<file path="config.mk">
export PLATFORM = sky130hd
export DESIGN_NAME = layer_scan_ctl
export DESIGN_NICKNAME = d
export VERILOG_FILES = /design/src/rtl/layer_scan_ctl.sv
export SDC_FILE = /design/constraint.sdc
export NUM_CORES = 1
export LEC_CHECK = 0
export ABC_AREA = 1
export CAP_MARGIN = 20
export CORE_MARGIN = 3
export CORE_UTILIZATION = 33
export DETAILED_ROUTE_END_ITERATION = 8
export GPL_ROUTABILITY_DRIVEN = 0
export PLACE_DENSITY_LB_ADDON = 0.2
export SYNTH_ARGS = -nofsm -noshare
export SYNTH_HDL_FRONTEND = slang
export SYNTH_SLANG_ARGS = --single-unit
</file>
<file path="constraint.sdc">
create_clock -name clk_in -period 1.8 [get_ports clk_in]
set_input_delay 0.54 -clock clk_in [delete_from_list [all_inputs] [get_ports clk_in]]
set_output_delay 0.54 -clock clk_in [all_outputs]
set_load 0.01 [all_outputs]
</file>
<file path="src/rtl/layer_scan_ctl.sv">
// Refresh scheduler for the LED cube layer RAMs: swaps the display bank on each finished host frame,
// streams every pixel address to the WS2812 encoders, then holds the latch gap.
module layer_scan_ctl #(
  parameter int unsigned PIXELS     = 64,
  parameter int unsigned RST_CYCLES = 24000
) (
  input  logic                      clk_in,
  input  logic                      rst_n_in,
  input  logic                      wr_done_in,
  output logic                      bank_sel_out,
  output logic                      rd_en_out,
  output logic [$clog2(PIXELS)-1:0] rd_addr_out,
  input  logic [191:0]              rd_data_in,
  output logic                      pix_vld_out,
  input  logic                      pix_rdy_in,
  output logic [191:0]              pix_data_out,
  output logic                      busy_out,
  output logic                      scan_done_out
);

  localparam int unsigned AddrW = $clog2(PIXELS);
  localparam int unsigned CntW  = $clog2(RST_CYCLES + 1);
  localparam logic [AddrW-1:0] LastAddr = AddrW'(PIXELS - 1);
  localparam logic [CntW-1:0]  CntLoad  = CntW'(RST_CYCLES - 1);

  typedef enum logic [2:0] {
    StIdle,
    StFetch,
    StLoad,
    StPresent,
    StLatch
  } state_e;

  state_e             state_q, state_d;
  logic [AddrW-1:0]   addr_q, addr_d;
  logic [CntW-1:0]    cnt_q, cnt_d;
  logic               bank_q, bank_d;
  logic               pending_q, pending_d;
  logic               vld_q, vld_d;
  logic [191:0]       data_q, data_d;
  logic               start;

  always_ff @(posedge clk_in or negedge rst_n_in) begin
    if (!rst_n_in) begin
      state_q   <= StIdle;
      addr_q    <= '0;
      cnt_q     <= '0;
      bank_q    <= 1'b0;
      pending_q <= 1'b0;
      vld_q     <= 1'b0;
      data_q    <= '0;
    end else begin
      state_q   <= state_d;
      addr_q    <= addr_d;
      cnt_q     <= cnt_d;
      bank_q    <= bank_d;
      pending_q <= pending_d;
      vld_q     <= vld_d;
      data_q    <= data_d;
    end
  end

  always_comb begin
    state_d       = state_q;
    addr_d        = addr_q;
    cnt_d         = cnt_q;
    bank_d        = bank_q;
    vld_d         = vld_q;
    data_d        = data_q;
    rd_en_out     = 1'b0;
    scan_done_out = 1'b0;

    // Frames finishing while busy coalesce into one deferred scan.
    start     = (state_q == StIdle) && (pending_q || wr_done_in);
    pending_d = start ? 1'b0 : (pending_q || wr_done_in);

    unique case (state_q)
      StIdle: begin
        addr_d = '0;
        if (start) begin
          bank_d  = ~bank_q;
          state_d = StFetch;
        end
      end
      StFetch: begin
        rd_en_out = 1'b1;
        state_d   = StLoad;
      end
      StLoad: begin
        data_d  = rd_data_in;
        vld_d   = 1'b1;
        state_d = StPresent;
      end
      StPresent: begin
        if (pix_rdy_in) begin
          vld_d = 1'b0;
          if (addr_q == LastAddr) begin
            cnt_d   = CntLoad;
            state_d = StLatch;
          end else begin
            addr_d  = addr_q + 1'b1;
            state_d = StFetch;
          end
        end
      end
      StLatch: begin
        if (cnt_q == '0) begin
          scan_done_out = 1'b1;
          addr_d        = '0;
          state_d       = StIdle;
        end else begin
          cnt_d = cnt_q - 1'b1;
        end
      end
      default: state_d = StIdle;
    endcase
  end

  assign bank_sel_out = bank_q;
  assign rd_addr_out  = addr_q;
  assign pix_vld_out  = vld_q;
  assign pix_data_out = data_q;
  assign busy_out     = (state_q != StIdle);

endmodule

</file>
==> summary.txt <==
Outcome
  • Status: finished with violations
  • Violated checks: negative setup slack

Worst hold path
  • HP Class: in2async

Critical path
  • Crit path launch type: register
  • Slowest cell on the critical path: dfrtp_1
  • Worst flop-to-flop path startpoint: state_q[2]
  • CP peak stage delay: 390 ps
  • Worst Setup SP: state_q[1]
  • CP Max Fanout: 3
  • CP required: around 1300 ps
  • Crit-path leading delay family: simple AND/OR/NAND/NOR gates
  • Reg-to-reg endpoint: pix_data_out[28]
  • R2r setup slk: about 130 ps
  • Critical path class: reg2out
  • WP buf/inv: 2
  • Arr. time, crit path: about 1600 ps
  • Ordered cell list for the critical path: or2_4, nor2_4, inv_1, nor2_2, buf_2
  • R2R depth: 6
  • CP Capture Type: output pin

Drt
  • Antenna viol nets, final: 0
  • Via density: 4.56
  • Drt total wl: 26.1 mm
  • DR pass1 iterations: 5
  • Initial drt markers: between 200 and 250
  • Drt wl/cell: ~18 um
  • # DRC: 0
  • DR vias: ~6.7k

Place
  • PortBufs: 398
  • DP Wirelength: around 20 mm

CTS
  • TritonCTS clock tree: done
  • Root Buffer Master: clkbuf_16
  • CTS Sinks: between 200 and 250
  • CTS H-Tree Depth: 1
  • Maximum buffer depth of the clock tree: 3
  • Num CTS Buffers: 26
  • Register clock-pin slew on the reported worst setup and hold paths: around 60 ps
  • Clock Latency Late Sink: ~520 ps

Floorplanning
  • Die area: around 29000 sq um
  • Die Ht: approximately 170 um
  • CORE AREA: ~26000 sq um
  • Starting Density: 0.338
  • Die X: approximately 170 um
  • I/O pin cnt: ~400
  • Placement Rows: approximately 60

Timing
  • RSZ-0062 raised after global routing: yes
  • Sum Neg Setup Slack: -655 ps
  • Final Critical Period: around 2100 ps
  • Slew Limit Fails: 0
  • Clock skew: 11.2 ps
  • Final Cycle Share: 1.18
  • Highest clock rate: roughly 0.47 GHz
  • Hold Fails Final Rpt: 0
  • Final setup margin: -322 ps
  • Worst-Margin Slew: around 290 ps
  • Worst slew margin: 0.807
  • Final setup fails: 3

GRT
  • Global-route wire length before repair: between 40 and 50 mm
  • Vias in the first global route: approximately 7.0k
  • Initial antenna violation count: 4
  • Gr ovfl total: 0
  • GRT Total Usage: 0.177
  • Largest net degree at the start of global routing: 52

Cells and area
  • Share of layout cells above drive strength 1: 0.170
  • Most frequent cells in the layout: dfrtp_1 (216), clkdlybuf4s50_1 (194), dlygate4sd2_1 (186), mux2_1 (147), nand2_1 (75)
  • Nets: roughly 1.3k
  • Syn-to-layout area delta: 62.5%
  • Most common cell after layout, fill and taps aside: dfrtp_1
  • Final Util: 0.550

Yosys
  • Synth Flop Type: dfrtp_1
  • Synth cell types: 30
  • Fraction of synthesis flops using an asynchronous set or reset pin: 1.00
  • Synthesized Nets: 843
  • Seq/Total Area, Yosys: 0.618
  • Cells after synthesis: about 650
  • Seq cells post-synth: 219
  • Number of synthesized flops with an enable pin: 0
  • Syn_area_per_cell: 13.7 sq um
  • Post-Synthesis Cell Area: approximately 8900 sq um
  • Warnings, synthesis: 0

Flow run
  • Max capacitance violation total: 0

Power and ir drop
  • Leak: 0.00653 uW
  • Design Power: 23100 uW
  • Max rail drop VDD: roughly 960 uV
  • PD cells: 1600 nW/um^2
worst register-to-register path, delay by kind of cell (launching register included):
kind          cells  cell delay [ps]
buf+inv           4              650
mux               1              370
flops             1              430
simple gates      1              100
stage by stage:
step / instance area, sq um / std cells / hold slack (ps) / worst slack [ps]
after CTS: 14400 / 1459 / 448 / -369
after detailed placement: 13600 / 1403 / 417 / -418
after global placement: 13600 / 1403 / 419 / -396
after floorplan: 8870 / 645 / 244 / 151
final: 14400 / 1467 / 459 / -322
after global routing: 14400 / 1467 / 453 / -440
flip-flops by register name, indices dropped and copies added (netlist names):
signal        cells
bank_sel_out      1
cnt_q            15
state_q           3
pix_data_out    192
pending_q         1
rd_addr_out       6
pix_vld_out       1
power breakdown:
part / internal, uW / switching (uW)
sequential: 7270 / 1020
combinational: 5170 / 4450
clock: 3200 / 2010
cells in the mapped netlist, types with 7 or more instances:
| master | number | area share |
|---|---|---|
| inv_1 | 28 | 0.012 |
| dfrtp_1 | 219 | 0.62 |
| mux2_2 | 45 | 0.057 |
| nand4_1 | 8 | 0.0056 |
| buf_4 | 7 | 0.0059 |
| nor2_1 | 30 | 0.013 |
| nand2_1 | 77 | 0.033 |
| mux2_1 | 147 | 0.19 |
| buf_6 | 12 | 0.015 |
| o21ai_2 | 9 | 0.0089 |
| nand3_1 | 23 | 0.013 |
logic make-up (layout without fill, tap and decap cells):
kind of cell	count (synthesis)	after routing	share of synthesized area
mux	192	192	0.244
flops	219	219	0.618
compound gates	18	18	0.0145
other cells	0	3	0
fa+ha+maj	2	2	0.00282
xor+xnor	2	2	0.00198
simple gates	157	157	0.0817
buf+inv	55	539	0.0372
worst max-delay path by stage:
stage,endpoint,slack (ps),depth (start not counted)
finish,scan_done_out,-320,5
global route,scan_done_out,-440,7
CTS,scan_done_out,-370,7
detailed placement,scan_done_out,-420,7
global placement,scan_done_out,-400,7
floorplan,scan_done_out,150,6
cell type report:
cell class	instances	area, sq um
Inverter	30	115
Multi-Input combinational cell	371	3120
Timing Repair Buffer	462	4410
Clock inverter	4	81.3
Tap cell	335	419
Clock buffer	43	774
Sequential cell	219	5480
Fill cell	2305	11800
Antenna cell	3	7.51
timing repair:
action                                 CTS  global route
endpoints found under the hold margin   25             0
pin swaps                                6             4
gates resized for setup                238            16
buffers inserted                         8             6
hold buffers                             1             0
setup endpoints to repair              202            36
per-layer routing:
layer  share of wire  up-vias  track usage
li1                -     3141            -
met1            0.38     3232        0.207
met2            0.50      269        0.309
met3           0.091       43       0.0590
met4           0.030        2       0.0536
met5         0.00065        -            0
Note: power is estimated with default switching activity, not from simulation.
